<file path="config.mk">
export PLATFORM = sky130hd
export DESIGN_NAME = lcd_cmd_sequencer
export DESIGN_NICKNAME = d
export VERILOG_FILES = /design/src/rtl/lcd_cmd_sequencer.sv
export SDC_FILE = /design/constraint.sdc
export NUM_CORES = 1
export LEC_CHECK = 0
export CAP_MARGIN = 20
export CORE_MARGIN = 4
export CORE_UTILIZATION = 35
export DETAILED_ROUTE_END_ITERATION = 8
export MAX_ROUTING_LAYER = met4
export PLACE_DENSITY = 0.61
export SYNTH_ARGS = -nofsm -noshare
export SYNTH_HDL_FRONTEND = slang
export SYNTH_SLANG_ARGS = --single-unit
</file>
<file path="constraint.sdc">
create_clock -name clk -period 5.2 [get_ports clk]
set_clock_uncertainty 0.05 [all_clocks]
set_input_delay 0.52 -clock clk [delete_from_list [all_inputs] [get_ports clk]]
set_output_delay 0.52 -clock clk [all_outputs]
set_load 0.005 [all_outputs]
</file>
<file path="src/rtl/lcd_cmd_sequencer.sv">
// HD44780-class LCD command sequencer: expands high-level operations into timed
// instruction/data byte transfers for the byte driver and tracks the cursor position.
module lcd_cmd_sequencer #(
    parameter int MODE    = 1,
    parameter int ROWS    = 2,
    parameter int COLS    = 16,
    parameter int WRAP    = 1,
    parameter int T_PWR   = 750000,
    parameter int T_SHORT = 2100,
    parameter int T_LONG  = 82000
) (
    input  logic       clk,
    input  logic       rst,
    input  logic       cmd_valid,
    output logic       cmd_ready,
    input  logic [2:0] cmd_op,
    input  logic [7:0] cmd_arg,
    output logic       drv_valid,
    output logic       drv_rs,
    output logic [7:0] drv_byte,
    input  logic       drv_done,
    output logic       init_done,
    output logic       busy,
    output logic       err,
    output logic [1:0] cur_row,
    output logic [5:0] cur_col
);
    localparam int T_MAX = (T_PWR > T_SHORT) ? ((T_PWR > T_LONG) ? T_PWR : T_LONG)
                                             : ((T_SHORT > T_LONG) ? T_SHORT : T_LONG);
    localparam int CW = $clog2(T_MAX) + 1;
    localparam logic [CW-1:0] LD_PWR   = CW'(T_PWR - 1);
    localparam logic [CW-1:0] LD_SHORT = CW'(T_SHORT - 1);
    localparam logic [CW-1:0] LD_LONG  = CW'(T_LONG - 1);
    localparam logic          DL       = (MODE == 0) ? 1'b1 : 1'b0;
    localparam logic          NL       = (ROWS > 1) ? 1'b1 : 1'b0;
    localparam logic [7:0]    FUNC_SET = {3'b001, DL, NL, 3'b000};

    typedef enum logic [2:0] {S_IDLE, S_PWR_WAIT, S_ISSUE, S_WAIT, S_NEXT} state_t;
    typedef enum logic [2:0] {
        OP_NOP, OP_INIT, OP_CLEAR, OP_HOME, OP_WRITE, OP_SET_ADDR, OP_DISPLAY, OP_SHIFT
    } op_t;
    typedef struct packed {
        logic       long_wait;
        logic       rs;
        logic [7:0] data;
    } xfer_t;

    function automatic logic [6:0] row_base(input logic [1:0] row);
        case (row)
            2'd0:    row_base = 7'h00;
            2'd1:    row_base = 7'h40;
            2'd2:    row_base = 7'(COLS);
            default: row_base = 7'(64 + COLS);
        endcase
    endfunction

    // Byte n of a command: INIT uses its fixed table, WRITE may append the wrap address.
    function automatic xfer_t step_xfer(input op_t op, input logic [1:0] step,
                                        input logic [7:0] b0, input logic [7:0] b1);
        step_xfer = '{long_wait: 1'b0, rs: 1'b0, data: b0};
        case (op)
            OP_INIT: begin
                case (step)
                    2'd0:    step_xfer.data = FUNC_SET;
                    2'd1:    step_xfer.data = 8'h0C;
                    2'd2:    step_xfer.data = 8'h06;
                    default: step_xfer = '{long_wait: 1'b1, rs: 1'b0, data: 8'h01};
                endcase
            end
            OP_WRITE: begin
                if (step == 2'd0) step_xfer.rs = 1'b1;
                else              step_xfer.data = b1;
            end
            OP_CLEAR, OP_HOME: step_xfer.long_wait = 1'b1;
            default: ;
        endcase
    endfunction

    state_t        state;
    op_t           op_q;
    logic [1:0]    step_q, last_q, row_q;
    logic [5:0]    col_q;
    logic [7:0]    b0_q, b1_q;
    logic          upd_q, long_q;
    logic [CW-1:0] cnt;

    op_t        op_in;
    logic [1:0] arg_row, row_inc, dec_last, dec_row;
    logic [5:0] arg_col, dec_col;
    logic [7:0] dec_b0, dec_b1;
    logic       dec_upd, illegal;
    xfer_t      launch_x;

    assign op_in   = op_t'(cmd_op);
    assign arg_row = cmd_arg[7:6];
    assign arg_col = cmd_arg[5:0];
    assign row_inc = (int'(cur_row) + 1 >= ROWS) ? 2'd0 : cur_row + 2'd1;
    assign illegal = (!init_done && op_in != OP_NOP && op_in != OP_INIT) ||
                     (op_in == OP_SET_ADDR && (int'(arg_row) >= ROWS || int'(arg_col) >= COLS));
    assign busy    = ~cmd_ready;

    always_comb begin
        // NOTE: every signal gets a default first so no branch can leave a latch behind.
        dec_b0   = cmd_arg;
        dec_b1   = 8'h80;
        dec_last = 2'd0;
        dec_upd  = 1'b0;
        dec_row  = cur_row;
        dec_col  = cur_col;
        case (op_in)
            OP_INIT, OP_CLEAR, OP_HOME: begin
                dec_last = (op_in == OP_INIT) ? 2'd3 : 2'd0;
                dec_b0   = (op_in == OP_HOME) ? 8'h02 : 8'h01;
                dec_upd  = 1'b1;
                dec_row  = 2'd0;
                dec_col  = 6'd0;
            end
            OP_WRITE: begin
                dec_upd = 1'b1;
                if (int'(cur_col) + 1 < COLS) begin
                    dec_col = cur_col + 6'd1;
                end else if (WRAP != 0) begin
                    dec_row  = row_inc;
                    dec_col  = 6'd0;
                    dec_last = 2'd1;
                    dec_b1   = {1'b1, row_base(row_inc)};
                end
            end
            OP_SET_ADDR: begin
                dec_b0  = {1'b1, row_base(arg_row) + 7'(arg_col)};
                dec_upd = 1'b1;
                dec_row = arg_row;
                dec_col = arg_col;
            end
            OP_DISPLAY: dec_b0 = {5'b00001, cmd_arg[2:0]};
            OP_SHIFT: begin
                dec_b0 = {4'b0001, cmd_arg[1:0], 2'b00};
                if (!cmd_arg[1]) begin
                    dec_upd = 1'b1;
                    if (cmd_arg[0]) dec_col = (int'(cur_col) + 1 < COLS) ? cur_col + 6'd1 : cur_col;
                    else            dec_col = (cur_col == 6'd0) ? cur_col : cur_col - 6'd1;
                end
            end
            default: ;
        endcase
    end

    // Byte loaded into the driver registers whenever the FSM enters ISSUE.
    always_comb begin
        case (state)
            S_IDLE:  launch_x = step_xfer(op_in, 2'd0, dec_b0, dec_b1);
            S_NEXT:  launch_x = step_xfer(op_q, step_q + 2'd1, b0_q, b1_q);
            default: launch_x = step_xfer(op_q, step_q, b0_q, b1_q);
        endcase
    end

    // NOTE: all state here is updated with non-blocking assignments so every read sees the pre-edge value.
    always_ff @(posedge clk) begin
        if (rst) begin
            state     <= S_IDLE;
            cmd_ready <= 1'b1;
            drv_valid <= 1'b0;
            drv_rs    <= 1'b0;
            drv_byte  <= 8'h00;
            init_done <= 1'b0;
            err       <= 1'b0;
            cur_row   <= 2'd0;
            cur_col   <= 6'd0;
            op_q      <= OP_NOP;
            step_q    <= 2'd0;
            last_q    <= 2'd0;
            row_q     <= 2'd0;
            col_q     <= 6'd0;
            b0_q      <= 8'h00;
            b1_q      <= 8'h00;
            upd_q     <= 1'b0;
            long_q    <= 1'b0;
            cnt       <= '0;
        end else begin
            err <= 1'b0;
            case (state)
                S_IDLE: begin
                    if (cmd_valid && cmd_ready) begin
                        if (illegal) begin
                            err <= 1'b1;
                        end else if (op_in != OP_NOP) begin
                            cmd_ready <= 1'b0;
                            op_q      <= op_in;
                            step_q    <= 2'd0;
                            last_q    <= dec_last;
                            b0_q      <= dec_b0;
                            b1_q      <= dec_b1;
                            upd_q     <= dec_upd;
                            row_q     <= dec_row;
                            col_q     <= dec_col;
                            if (op_in == OP_INIT) begin
                                init_done <= 1'b0;
                                cnt       <= LD_PWR;
                                state     <= S_PWR_WAIT;
                            end else begin
                                drv_valid <= 1'b1;
                                drv_rs    <= launch_x.rs;
                                drv_byte  <= launch_x.data;
                                long_q    <= launch_x.long_wait;
                                state     <= S_ISSUE;
                            end
                        end
                    end
                end
                S_PWR_WAIT: begin
                    if (cnt == '0) begin
                        drv_valid <= 1'b1;
                        drv_rs    <= launch_x.rs;
                        drv_byte  <= launch_x.data;
                        long_q    <= launch_x.long_wait;
                        state     <= S_ISSUE;
                    end else begin
                        cnt <= cnt - CW'(1);
                    end
                end
                S_ISSUE: begin
                    if (drv_done) begin
                        drv_valid <= 1'b0;
                        cnt       <= long_q ? LD_LONG : LD_SHORT;
                        state     <= S_WAIT;
                        if (step_q == last_q) begin
                            if (upd_q) begin
                                cur_row <= row_q;
                                cur_col <= col_q;
                            end
                            if (op_q == OP_INIT) init_done <= 1'b1;
                        end
                    end
                end
                S_WAIT: begin
                    if (cnt == '0) state <= S_NEXT;
                    else           cnt   <= cnt - CW'(1);
                end
                S_NEXT: begin
                    if (step_q != last_q) begin
                        step_q    <= step_q + 2'd1;
                        drv_valid <= 1'b1;
                        drv_rs    <= launch_x.rs;
                        drv_byte  <= launch_x.data;
                        long_q    <= launch_x.long_wait;
                        state     <= S_ISSUE;
                    end else begin
                        cmd_ready <= 1'b1;
                        state     <= S_IDLE;
                    end
                end
                default: state <= S_IDLE;
            endcase
        end
    end
endmodule
</file>
* Yosys cells after proc, flatten, opt, wreduce, memory -nomap -nowiden
Cells that the tools add are included.
Storage, ports and cells: register bits 78, logic and storage cells 212, input bits 15, output and inout port bits 22
Operators by class: bitwise logic cells 4, reductions and logical operators 37, order comparisons 4, eq/ne operators 39, multiplexer cells 101, add/subtract/negate cells 8
Operators with widths (count):
- 2-to-1 mux 21 bit | 6
- 2-to-1 mux 8 bit | 8
- case mux 21 bit (3 select lines) | 1
- case mux 7 bit (3 select lines) | 2
- 2-to-1 mux 1 bit | 36
- case mux 6 bit (3 select lines) | 2
- case mux 9 bit (2 select lines) | 2
- case mux 8 bit (4 select lines) | 1
- 2-to-1 mux 6 bit | 5
- != test 2 bit (second input constant) | 13
- 2-to-1 mux 2 bit | 12
- case mux 6 bit (4 select lines) | 1
- case mux 8 bit (3 select lines) | 1
- logical NOT 21 bit | 1
- 2-to-1 mux 7 bit | 3
- subtractor 21 x 1 -> 21 bit (second input constant) | 1
- case mux 10 bit (2 select lines) | 1
- == test 3 x 2 -> 1 bit (second input constant) | 6
- == test 3 bit (second input constant) | 6
- 2-to-1 mux 3 bit | 6
- 2-to-1 mux 17 bit | 1
- AND reduction 8 bit | 2
- case mux 3 bit (5 select lines) | 1
- AND reduction 7 bit | 2
- 38 further kinds | 73

* Longest topological paths before layout
Gate-level depths: netlist (run 1).
depth after elaboration 12, mapped depth 9, gate-level depth less buffers 8

* Worst setup path before layout (run 1)
Ideal clock, no wire load.
path kind in2reg, start in cmd_op[1], end reg drv_byte[7], buffers on the path 2, path slack 2973 ps, arrival 2086 ps, stages on the path 7, path through clkbuf_1 -> nand2b_1 -> a211oi_2 -> o41ai_1 -> or2_2 -> buf_2 -> a311oi_1
On the way: word-level cells in the longest chain between the ends 10, elaborated cells on any way between the ends 27, classes of those cells 10 x eq/ne; 10 x mux; 7 x reduce/logical
Ends and longest elaborated chain:
- start: declaration | RTL line 16 | input logic [2:0] cmd_op,
- == test 3 x 1 -> 1 bit / == test 3 x 2 -> 1 bit (equally long branches) | RTL line 61, 110, 196
- OR reduction 3 bit | RTL line 110 | case (op_in)
- case mux 8 bit (4 select lines) | RTL line 110
- 2-to-1 mux 9 bit
- case mux 10 bit (2 select lines) | RTL line 150 | case (state)
- 2-to-1 mux 8 bit | RTL line 196 | if (op_in == OP_INIT) begin
- 2-to-1 mux 8 bit | RTL line 186 | end else if (op_in != OP_NOP) begin
- 2-to-1 mux 8 bit | RTL line 184 | if (illegal) begin
- 2-to-1 mux 8 bit | RTL line 183 | if (cmd_valid && cmd_ready) begin
- case mux 8 bit (3 select lines) | RTL line 181 | case (state)
- end signal: assignment | RTL line 203 | drv_byte <= launch_x.data;
- end signal: assignment | RTL line 214 | drv_byte <= launch_x.data;
- end signal: assignment | RTL line 244 | drv_byte <= launch_x.data;
- end: declaration | RTL line 20 | output logic [7:0] drv_byte,
Parallel ways exist; a longest one is shown, timed or not. The select of a mux whose other input is x is not followed. A chain may end at the register's enable or synchronous reset.

* Final worst setup path (run 1)
start in cmd_op[2], end reg drv_byte[7]
The elaborated chain is that of the path after synthesis.

==> results by group, run 1 <==
CTS
  • Number of H-tree branching levels: 3
  • Gates resized, CTS repair: 0
  • Clock root cell: sky130_fd_sc_hd__clkbuf_16
  • Clock tree from TritonCTS: built
  • Insertion delay of the later-clocked pin in the worst-skew pair: between 300 and 400 ps
  • TritonCTS Buffers: 9
  • Max clock buf depth: 2
  • Number of clock sinks: 73
  • Clock Pin Slew Worst Setup and Hold Paths: roughly 60 ps
  • CTS Hold Buffers Added: 0
  • Number of buffers inserted by post-CTS setup repair: 0

Logic synthesis
  • Synth top area share: between 30% and 40%
  • Netlist cell types: ~70
  • Proportion of register bits with asynchronous set or reset after synthesis: 0%
  • Syn. warnings: 0
  • Synth Area in Compound Gates: 29.7%
  • Synth top area cells: sky130_fd_sc_hd__dfxtp_1 30%, sky130_fd_sc_hd__a21oi_1 4.6%, sky130_fd_sc_hd__nor2_1 4.2%, sky130_fd_sc_hd__ha_1 4.1%, sky130_fd_sc_hd__nand2_1 3.6%
  • Combinational family with the most area after synthesis: compound AO/OA/AOI/OAI gates
  • Register bit count reported by yosys: between 70 and 80
  • XOR/XNOR share of the synthesized area: approximately 1.4%
  • Proportion of synthesized area in mux cells: 1.86%
  • Syn avg cell area: about 7.8 um^2
  • Synth Instances: about 620
  • Part of the Yosys area used for sequential elements: a little under a third
  • Synthesized-area fraction occupied by and/or/nand/nor cells: a little over a quarter
  • Cell taking the most area after synthesis: sky130_fd_sc_hd__dfxtp_1
  • Count of flip-flops with a built-in enable after synthesis: 0
  • Cell area after synthesis: 4850 um^2
  • Leading register cell type out of synthesis: sky130_fd_sc_hd__dfxtp_1
  • Number of nets in the synthesized netlist: 650
  • Synth Area in Adders: under 10%

Finish
  • Total area of multi-input combinational cells: just over 3000 um^2
  • FF+latch area: about 1500 um^2
  • Post-route core utilization: a little over two fifths
  • Most common cell after layout, fill and taps aside: sky130_fd_sc_hd__dfxtp_1
  • Commonest cells after routing, fill and taps aside: 73 x sky130_fd_sc_hd__dfxtp_1, 54 x sky130_fd_sc_hd__nor2_1, 47 x sky130_fd_sc_hd__nand2_1
  • Layout cell share with drive strength beyond 1: 6.89%
  • Area delta synth->final: 15.0%
  • Final antenna diode count: 0
  • Final Cell Area: about 5600 um^2
  • Number of nets in the finished design: 650
  • # fillers: 1350

Timing
  • Final critical-path required period: between 3000 and 4000 ps
  • Highest clock frequency the design can meet: ~300 MHz
  • Final Max Slew Viols: 0
  • Sum Neg Setup Slack: 0 ps
  • Hold Fails Final Rpt: 0
  • Count of endpoints failing setup in the final report: 0
  • Actual slew at the worst max-slew pin: approximately 1100 ps
  • Max-Slew Margin vs Limit: between 20 and 30%
  • Worst path setup slack after routing: 1810 ps
  • Share of the cycle needed by the critical path after routing: between 60% and 70%
  • Setup repair after global routing missed its margin: false

Global route
  • Residual overflow from global routing: 0
  • Aggregate global-route resource usage: 19.2%
  • Antenna violations before repair: 0
  • Maximum number of pins on one net before global-route repair: 63
  • Vias in the first global route: 4697
  • Wire length of the first global-routing pass: approximately 24000 um

Floorplan
  • Initial cell density of the core: a little over a third
  • Die area: 15800 um^2
  • Die boundary height: 126 um
  • FP Rows: 42
  • Top-Level Pins: 37
  • Area of the core: around 13000 um^2
  • Width of the die: approximately 130 um

Drt
  • Vias post-DR: 4994
  • Count of routing violations after the opening detailed-route iteration: about 600
  • Number of vias per cell: 6.24
  • Count of nets left with antenna violations after detail routing: 0
  • Final WL: ~15000 um
  • Number of DRC violations after detailed routing: 0
  • 1st-pass router iterations: 5
  • Wirelength per Cell: 18.7 um

Setup path
  • Critical path type: in2reg
  • CP max-delay cell: sky130_fd_sc_hd__o41ai_2
  • Largest stage delay on the critical path: roughly 950 ps
  • Crit-path cells: clkdlybuf4s50_1, nor2_1, a211oi_2, o41ai_2, or2_2, a311oi_1
  • Worst Setup End Kind: flop
  • Top Family by Delay on Critical Path: compound AO/OA/AOI/OAI gates
  • Critical path arrival: 3530 ps
  • Worst EP required: about 5300 ps
  • Sum of buffers and inverters on the critical path: 1
  • Worst R2R Start: cnt[7]
  • R2R setup slack: 2360 ps
  • Path depth of the worst reg2reg path: 5
  • Highest fanout seen on the critical path: 22
  • Worst reg2reg path endpoint: cnt[8]
  • Element type at the critical path start: input port

Pwr
  • Largest voltage drop on the vdd net: 0.179 mV
  • Overall power after layout: 1.74 mW
  • Cell Pwr Density: ~310 nW/um^2
  • Leakage dissipation: approximately 2.0 nW

Run status
  • Run status: complete, no violations

Placed design
  • Detailed placement HPWL: between 10000 and 15000 um
  • GPL Wtd Cong: 0.908
  • Worst setup slack before clock tree synthesis: around 1500 ps
  • Port Buffers: 36
  • Instance area after placement: 5240 um^2

Worst hold path
  • Endpoint of the worst hold-timing path: drv_rs
  • Path type of the worst min-delay path: reg2reg
  • Origin of the worst min-delay path: drv_rs
  • Worst Hold Depth: 2

Run
  • Max-capacitance violation count: 0
==> cell type report <==
| cell class | instances | area share (%) |
|---|---|---|
| multi-input combinational | 473 | 55.2 |
| sequential | 73 | 26.2 |
| clock buffer | 9 | 4.04 |
| timing repair buffer | 42 | 7.18 |
| tap | 176 | 3.95 |
| clock inverter | 7 | 2.13 |
| inverter | 20 | 1.35 |
==> synth_stat cells, drive strengths merged, types with 10 or more instances <==
| cell type | number |
|---|---|
| ha | 16 |
| nor2 | 55 |
| clkbuf | 37 |
| a31oi | 19 |
| nand2b | 15 |
| a21oi | 46 |
| buf | 16 |
| nor4 | 13 |
| dfxtp | 73 |
| o21ai | 23 |
| nor3 | 22 |
| inv | 19 |
| nand2 | 47 |
| a211oi | 15 |
| nand4 | 10 |
| o31ai | 17 |
| nor2b | 11 |
| nand3 | 17 |
| a311oi | 14 |
==> tightest hold or removal path: stages (launching register included) <==
cell                      delay (ps)
sky130_fd_sc_hd__dfxtp_1         310
sky130_fd_sc_hd__nand2_1          50
sky130_fd_sc_hd__o21ai_0          60
==> state kept, by name (all words and copies together), names as in the netlist <==
name / flops
err: 1
drv_byte: 8
row_q: 2
drv_valid: 1
init_done: 1
drv_rs: 1
cur_col: 6
cur_row: 2
state: 3
b1_q: 3
cnt: 21
long_q: 1
op_q: 3
upd_q: 1
b0_q: 8
last_q: 2
col_q: 6
step_q: 2
cmd_ready: 1
==> routing by layer <==
layer	global-route usage (%)	wire length, um
met1	24.6	6590
met2	29.9	7160
met3	3.51	836
met4	8.04	416
met5	-	0
==> stage by stage <==
stage	cells	hold WS, ps
after CTS	800	410
after floorplan	619	382
final	800	410
after detailed placement	784	401
after global routing	800	424
after global placement	784	397
==> worst max path at each step <==
| stage | start | end | slack (ps) | depth (start not counted) |
|---|---|---|---|---|
| after floorplan | cmd_op[1] | drv_byte[7] | 2970 | 7 |
| after global placement | cmd_op[2] | drv_byte[7] | 1610 | 6 |
| after detailed placement | cmd_op[2] | drv_byte[7] | 1530 | 6 |
| after CTS | cmd_op[2] | drv_byte[7] | 1870 | 6 |
| after global routing | cmd_op[2] | drv_rs | 1530 | 6 |
| final | cmd_op[2] | drv_byte[7] | 1810 | 6 |
==> kinds of logic after synthesis <==
family / count (synthesis)
AND/OR/NAND/NOR: 238
XOR/XNOR: 8
flip-flops: 73
adder cells (fa/ha/maj): 16
buffers and inverters: 73
multiplexers: 9
AO/OA/AOI/OAI: 202
==> report_power, final <==
group          switching (mW)  leakage [nW]  total (mW)  internal, mW
Clock                   0.260         0.162       0.729         0.469
Combinational           0.241          1.21       0.380         0.138
Sequential             0.0363         0.593       0.628         0.592
Total                   0.538          1.96        1.74          1.20
Note: power is estimated with default switching activity, not from simulation.
==> run 2, diff against run 1 <==
--- a/config.mk
+++ b/config.mk
@@ -10,7 +10,7 @@
 export CORE_UTILIZATION = 35
 export DETAILED_ROUTE_END_ITERATION = 8
 export MAX_ROUTING_LAYER = met4
-export PLACE_DENSITY = 0.61
+export PLACE_DENSITY = 0.63
 export SYNTH_ARGS = -nofsm -noshare
 export SYNTH_HDL_FRONTEND = slang
 export SYNTH_SLANG_ARGS = --single-unit
==> constraint.sdc (replaced) <==
create_clock -name clk -period 3 [get_ports clk]
set_clock_uncertainty 0.05 [all_clocks]
set_input_delay 0.3 -clock clk [delete_from_list [all_inputs] [get_ports clk]]
set_output_delay 0.3 -clock clk [all_outputs]
set_load 0.005 [all_outputs]
==> run 2 against run 1 <==
  * Die area unchanged
  * Largest power group is now sequential cells
  * Combinational power grew 86%
  * Global-route usage is 0.24 points higher
  * Largest cell class unchanged
  * Wire length increased by 1.2%
  * First-iteration DRC count is 24% lower
  * Worst hold slack worse by 65 ps
==> results by group, run 2 (synthesis gave the netlist of run 1 again) <==
CTS
  • Max clock buf depth: 2 (unchanged)
  • CTS Hold Buffers Added: 0 (unchanged)
  • Number of buffers inserted by post-CTS setup repair: 0 (unchanged)
  • Gates resized, CTS repair: 0 (unchanged)
  • Number of H-tree branching levels: 3 (unchanged)
  • Number of clock sinks: 73 (unchanged)
  • TritonCTS Buffers: 9 (unchanged)
  • Clock root cell: sky130_fd_sc_hd__clkbuf_16
  • Clock Pin Slew Worst Setup and Hold Paths: 60 ps (about the same)
  • Insertion delay of the later-clocked pin in the worst-skew pair: 340 ps (about the same)
  • Clock tree from TritonCTS: built

Placed design
  • Port Buffers: 36 (unchanged)
  • GPL Wtd Cong: 0.918 (+1.1%)
  • Instance area after placement: 5470 um^2 (+4.4%)
  • Number of placed instances, taps included: 813 (+3.7%)
  • Detailed placement HPWL: 11000 um (+7.8%)

Drt
  • Count of routing violations after the opening detailed-route iteration: 465 (-24%)
  • 1st-pass router iterations: 5 (unchanged)
  • Vias post-DR: 5025 (+0.62%)
  • Count of nets left with antenna violations after detail routing: 0 (unchanged)
  • Number of vias per cell: 6.06 (-2.9%)
  • Wirelength per Cell: 18.3 um (-2.4%)
  • Number of DRC violations after detailed routing: 0 (unchanged)
  • Final WL: 15200 um (+1.2%)

Timing
  • Sum Neg Setup Slack: 0 ps (unchanged)
  • Final Hold Slack: 345 ps (-65.0 ps)
  • Count of endpoints failing setup in the final report: 0 (unchanged)
  • Highest clock frequency the design can meet: 394 MHz
  • Final critical-path required period: roughly 2500 ps
  • Final Max Slew Viols: 0 (unchanged)
  • Hold Fails Final Rpt: 0 (unchanged)
  • Share of the cycle needed by the critical path after routing: between 80 and 90%
  • Setup repair after global routing missed its margin: false
  • Max-Slew Margin vs Limit: 31.6% (+1.8 points)
  • Actual slew at the worst max-slew pin: 1020 ps (-31.4 ps)

Setup path
  • Highest fanout seen on the critical path: 13 (-41%)
  • Worst reg2reg path endpoint: drv_byte[3]
  • Critical path arrival: 2760 ps (-770 ps)
  • Element type at the critical path start: flop
  • Worst Setup End Kind: flop
  • Critical path type: reg2reg
  • Path depth of the worst reg2reg path: 5 (unchanged)
  • R2R setup slack: 460 ps (-1900 ps)
  • Worst EP required: 3220 ps (-2120 ps)
  • Worst R2R Start: state[1]

Floorplan
  • Top-Level Pins: 37 (unchanged)
  • Area of the core: 13400 um^2 (unchanged)
  • Width of the die: 126 um (unchanged)
  • Die boundary height: 126 um (unchanged)
  • Die area: 15800 um^2 (unchanged)
  • FP Rows: 42 (unchanged)
  • Initial cell density of the core: 36.2% (unchanged)

Worst hold path
  • Origin of the worst min-delay path: rst
  • Path type of the worst min-delay path: in2reg
  • Endpoint of the worst hold-timing path: cnt[4]
  • Worst Hold Depth: 2 (unchanged)

Finish
  • Area delta synth->final: 18.1%
  • Largest registers: cnt (21), b0_q (8), drv_byte (8)
  • Layout cell share with drive strength beyond 1: 10.7% (+3.8 points)
  • Final antenna diode count: 0 (unchanged)
  • Final Cell Area: 5730 um^2 (+2.7%)
  • Commonest cells after routing, fill and taps aside: 73 x sky130_fd_sc_hd__dfxtp_1, 54 x sky130_fd_sc_hd__nor2_1, 47 x sky130_fd_sc_hd__nand2_1
  • Most common cell after layout, fill and taps aside: sky130_fd_sc_hd__dfxtp_1
  • Non-filler instance count after layout: 829 (+3.6%)
  • Number of nets in the finished design: 679 (+4.5%)
  • Max reg flops: 21 (unchanged)
  • # fillers: 1379 (+2.1%)
  • Register name with the most flops: cnt

Global route
  • Vias in the first global route: 4843 (+3.1%)
  • Maximum number of pins on one net before global-route repair: 43 (-32%)
  • Antenna violations before repair: 0 (unchanged)
  • Aggregate global-route resource usage: 19.5% (+0.24 points)
  • Wire length of the first global-routing pass: 24800 um (+1.3%)
  • Residual overflow from global routing: 0 (unchanged)

Pwr
  • Comb pwr share: 25.3% (+3.4 points)
  • Internal power contribution: 1.86 mW (+55%)
  • Switching Share: 33.2% (+2.2 points)
  • P_sw: 926 uW (+72%)
  • Cell Pwr Density: 487 nW/um^2 (+56%)
  • Overall power after layout: 2.79 mW (+61%)
  • Part of the total power dissipated in the clock network: 35.7% (-6.3 points)
  • Largest voltage drop on the vdd net: 0.258 mV (+44%)
  • Leakage dissipation: 2.08 nW (+5.8%)
  • Flop pwr share: 39.0% (+2.8 points)

Run status
  • Run status: complete, no violations

Run
  • Max-capacitance violation count: 0 (unchanged)
-- run 2: cell types whose count changed in the layout (fill, tap and decap cells not counted), moves of 2 or more --
| cell | change |
|---|---|
| sky130_fd_sc_hd__clkinv_2 | +2 |
| sky130_fd_sc_hd__clkbuf_1 | +2 |
| sky130_fd_sc_hd__bufinv_16 | -3 |
| sky130_fd_sc_hd__buf_4 | +28 |
-- run 2: worst max path at each step --
stage,start,end,slack [ps],cells past startpoint
6_report,state[1],drv_byte[3],460,5
5_1_grt,state[1],drv_byte[7],350,5
4_1_cts,state[1],drv_byte[7],530,5
3_5_place_dp,cmd_arg[7],drv_valid,260,7
3_3_place_gp,cmd_arg[7],drv_valid,300,7
2_1_floorplan,state[0],col_q[2],860,8
-- run 2: area by class of cell --
class,instances,area [um^2],area share [%]
Clock inverter,5,31.3,0.546
Sequential cell,73,1460,25.5
Timing Repair Buffer,71,631,11.0
Multi-Input combinational cell,473,3080,53.7
Tap cell,176,220,3.84
Clock buffer,11,233,4.06
Inverter,20,75.1,1.31
-- run 2: per-stage QoR --
stage | util (%) | setup slack (ps)
final | 42.8 | 460
after global routing | 42.8 | 353
after CTS | 42.8 | 532
after detailed placement | 40.8 | 258
after global placement | 40.8 | 304
after floorplan | - | 861
-- run 2: critical path, cell delays in order, from the launching register on --
cell	delay (ps)
sky130_fd_sc_hd__dfxtp_1	430
sky130_fd_sc_hd__nor2_1	510
sky130_fd_sc_hd__nor2_1	110
sky130_fd_sc_hd__a211oi_1	880
sky130_fd_sc_hd__a221oi_1	270
sky130_fd_sc_hd__a21oi_1	210
-- run 2: power by group through the flow --
stage          Combinational, mW  Clock (mW)  Sequential (mW)
2_1_floorplan              0.476           0             1.08
3_3_place_gp               0.683           0             1.10
3_5_place_dp               0.689           0             1.11
4_1_cts                    0.694        1.01             1.09
5_1_grt                    0.770        1.05             1.10
6_report                   0.706       0.994             1.09
-- run 2: per-layer routing --
layer | vias up | routed length [um] | track usage [%]
li1 | 2416 | - | -
met1 | 2390 | 6570 | 23.9
met2 | 186 | 7530 | 32.8
met3 | 33 | 693 | 2.75
met4 | 0 | 386 | 6.82
met5 | - | 0 | -
==> run 3, diff against run 2 <==
==> constraint.sdc (replaced) <==
create_clock -name clk -period 2.3 [get_ports clk]
set_clock_uncertainty 0.05 [all_clocks]
set_input_delay 0.23 -clock clk [delete_from_list [all_inputs] [get_ports clk]]
set_output_delay 0.23 -clock clk [all_outputs]
set_load 0.005 [all_outputs]
==> run 3 against run 2 <==
  * Non-clock buffer count is 48 higher
  * Design area is 7.4% higher
  * Via count is 3.2% higher
  * Sequential share of layout area is 1.7 points lower
  * Power is 39% higher
  * Global-route usage is 0.59 points higher
  * Wire length is 3.4% higher
  * Register-to-register slack worse by 320 ps
  * Clock power is 42% higher
  * Critical path type unchanged
==> results by group, run 3 (synthesis gave the netlist of run 1 again) <==
Floorplan
  • FP Rows: 42 (unchanged)
  • Die boundary height: 126 um (unchanged)
  • Area of the core: 13400 um^2 (unchanged)
  • Width of the die: 126 um (unchanged)
  • Top-Level Pins: 37 (unchanged)
  • Die area: 15800 um^2 (unchanged)
  • Initial cell density of the core: 36.2% (unchanged)

Finish
  • Max reg flops: 21 (unchanged)
  • Register name with the most flops: cnt
  • Number of nets in the finished design: 727 (+7.1%)
  • Area delta synth->final: 26.8%
  • Largest registers: cnt (21), b0_q (8), drv_byte (8)
  • # fillers: 1376 (-0.22%)
  • FF+latch area: 1460 um^2 (unchanged)
  • Commonest cells after routing, fill and taps aside: 81 x sky130_fd_sc_hd__buf_4, 73 x sky130_fd_sc_hd__dfxtp_1, 53 x sky130_fd_sc_hd__nor2_1
  • Total area of multi-input combinational cells: 3100 um^2 (+0.57%)
  • Most common cell after layout, fill and taps aside: sky130_fd_sc_hd__buf_4
  • Final antenna diode count: 0 (unchanged)
  • Final Cell Area: 6150 um^2 (+7.4%)
  • Layout cell share with drive strength beyond 1: 17.7% (+7.0 points)
  • Non-filler instance count after layout: 877 (+5.8%)

CTS
  • TritonCTS Buffers: 9 (unchanged)
  • CTS Hold Buffers Added: 0 (unchanged)
  • Clock root cell: sky130_fd_sc_hd__clkbuf_16
  • Clock Pin Slew Worst Setup and Hold Paths: 70 ps (about the same)
  • Number of H-tree branching levels: 3 (unchanged)
  • Number of clock sinks: 73 (unchanged)
  • Insertion delay of the later-clocked pin in the worst-skew pair: 350 ps (about the same)
  • Max clock buf depth: 2 (unchanged)
  • Clock tree from TritonCTS: built

Drt
  • Count of routing violations after the opening detailed-route iteration: 495 (+6.5%)
  • Uppermost signal routing layer after detailed routing: met4
  • 1st-pass router iterations: 6 (+1)
  • Vias post-DR: 5184 (+3.2%)
  • Number of DRC violations after detailed routing: 0 (unchanged)
  • Final WL: 15700 um (+3.4%)
  • Routed length on met3: 1010 um (+46%)
  • Count of nets left with antenna violations after detail routing: 0 (unchanged)
  • Met2 layer wire length in the routed design: 7550 um (+0.37%)
  • Wirelength per Cell: 17.9 um (-2.3%)
  • Number of vias per cell: 5.91 (-2.5%)
  • Metal1 wirelength: 6700 um (+2.0%)

Run
  • Max-capacitance violation count: 0 (unchanged)

Setup path
  • Highest fanout seen on the critical path: 15 (+2)
  • Path depth of the worst reg2reg path: 7 (+2)
  • R2R setup slack: 140 ps (-320 ps)
  • Worst Setup End Kind: flop
  • Worst Setup SP: state[0]
  • Element type at the critical path start: flop
  • Worst R2R Start: state[0]
  • Critical path arrival: 2370 ps (-390 ps)
  • Worst EP required: 2500 ps (-720 ps)
  • Critical path type: reg2reg
  • Worst reg2reg path endpoint: cnt[1]

Placed design
  • Number of placed instances, taps included: 861 (+5.9%)
  • GPL Wtd Cong: 0.951 (+3.6%)
  • Port Buffers: 36 (unchanged)
  • Detailed placement HPWL: 11700 um (+6.6%)
  • Worst setup slack before clock tree synthesis: -165 ps (-423 ps)
  • Instance area after placement: 5840 um^2 (+6.8%)

Global route
  • Vias in the first global route: 5003 (+3.3%)
  • Wire length of the first global-routing pass: 25300 um (+2.1%)
  • Aggregate global-route resource usage: 20.1% (+0.59 points)
  • Residual overflow from global routing: 0 (unchanged)
  • Maximum number of pins on one net before global-route repair: 62 (+44%)
  • Antenna violations before repair: 0 (unchanged)

Timing
  • Sum Neg Setup Slack: 0 ps (unchanged)
  • Highest clock frequency the design can meet: 462 MHz (+17%)
  • Actual slew at the worst max-slew pin: 651 ps (-369 ps)
  • Worst path setup slack after routing: 135 ps (-325 ps)
  • Hold Fails Final Rpt: 0 (unchanged)
  • Final Max Slew Viols: 0 (unchanged)
  • Final critical-path required period: 2160 ps (-375 ps)
  • Setup repair after global routing missed its margin: false
  • Share of the cycle needed by the critical path after routing: 94.1% (+9.5 points)
  • Count of endpoints failing setup in the final report: 0 (unchanged)
  • Max-Slew Margin vs Limit: 56.4% (+25 points)

Pwr
  • Leakage dissipation: 2.34 nW (+13%)
  • Cell Pwr Density: 631 nW/um^2 (+30%)
  • Largest voltage drop on the vdd net: 0.369 mV (+43%)

Worst hold path
  • Path type of the worst min-delay path: in2reg
  • Worst Hold Depth: 3 (+1)
  • Endpoint of the worst hold-timing path: cur_col[5]
  • Origin of the worst min-delay path: rst

Run status
  • Run status: complete, no violations
-- run 3: how the worst max path moves through the flow --
stage                     slack [ps]  cells past startpoint        to
after floorplan                  160                      8  col_q[2]
after global placement          -160                      8   b0_q[3]
after detailed placement        -170                      8   b0_q[3]
after CTS                         90                      7   cnt[20]
after global routing               7                      7    cnt[8]
final                            140                      7    cnt[1]
-- run 3: critical path, stage by stage, from the launching register on --
cell and delay, ps:
sky130_fd_sc_hd__dfxtp_1 440, sky130_fd_sc_hd__buf_4 250, sky130_fd_sc_hd__nand2b_1 220, sky130_fd_sc_hd__o21ai_0 230, sky130_fd_sc_hd__buf_4 230, sky130_fd_sc_hd__a31o_2 280, sky130_fd_sc_hd__a21oi_1 100, sky130_fd_sc_hd__a311oi_1 260
-- run 3: area by class of cell --
| class | count | share of cell area, % |
|---|---|---|
| Sequential cell | 73 | 23.8 |
| Timing Repair Buffer | 119 | 16.3 |
| Clock inverter | 7 | 1.14 |
| Multi-Input combinational cell | 473 | 50.3 |
| Tap cell | 176 | 3.58 |
| Clock buffer | 9 | 3.66 |
| Inverter | 20 | 1.22 |
-- run 3: layer usage --
layer  vias to the layer above  global-route usage [%]
met5                         -                       -
met3                        38                    4.32
li1                       2499                       -
met1                      2451                    24.8
met2                       196                    32.1
met4                         0                    7.72
-- run 3: stage by stage --
step | hold slack, ps | power, mW | utilization (%)
2_1_floorplan | 382 | 2.04 | -
3_3_place_gp | 400 | 2.44 | 43.6
3_5_place_dp | 407 | 2.45 | 43.6
6_report | 307 | 3.88 | 45.9
5_1_grt | 336 | 4.06 | 45.9
4_1_cts | 322 | 3.88 | 45.8
-- run 3: repair_timing --
item,CTS,global route
gates resized for setup,0,5
endpoints found under the setup margin,0,12
hold endpoints to repair,0,0
buffers inserted,0,0
-- run 3: report_power, final --
part	switching, mW	internal, mW
Clock	0.574	0.839
Combinational	0.606	0.454
Sequential	0.0679	1.34
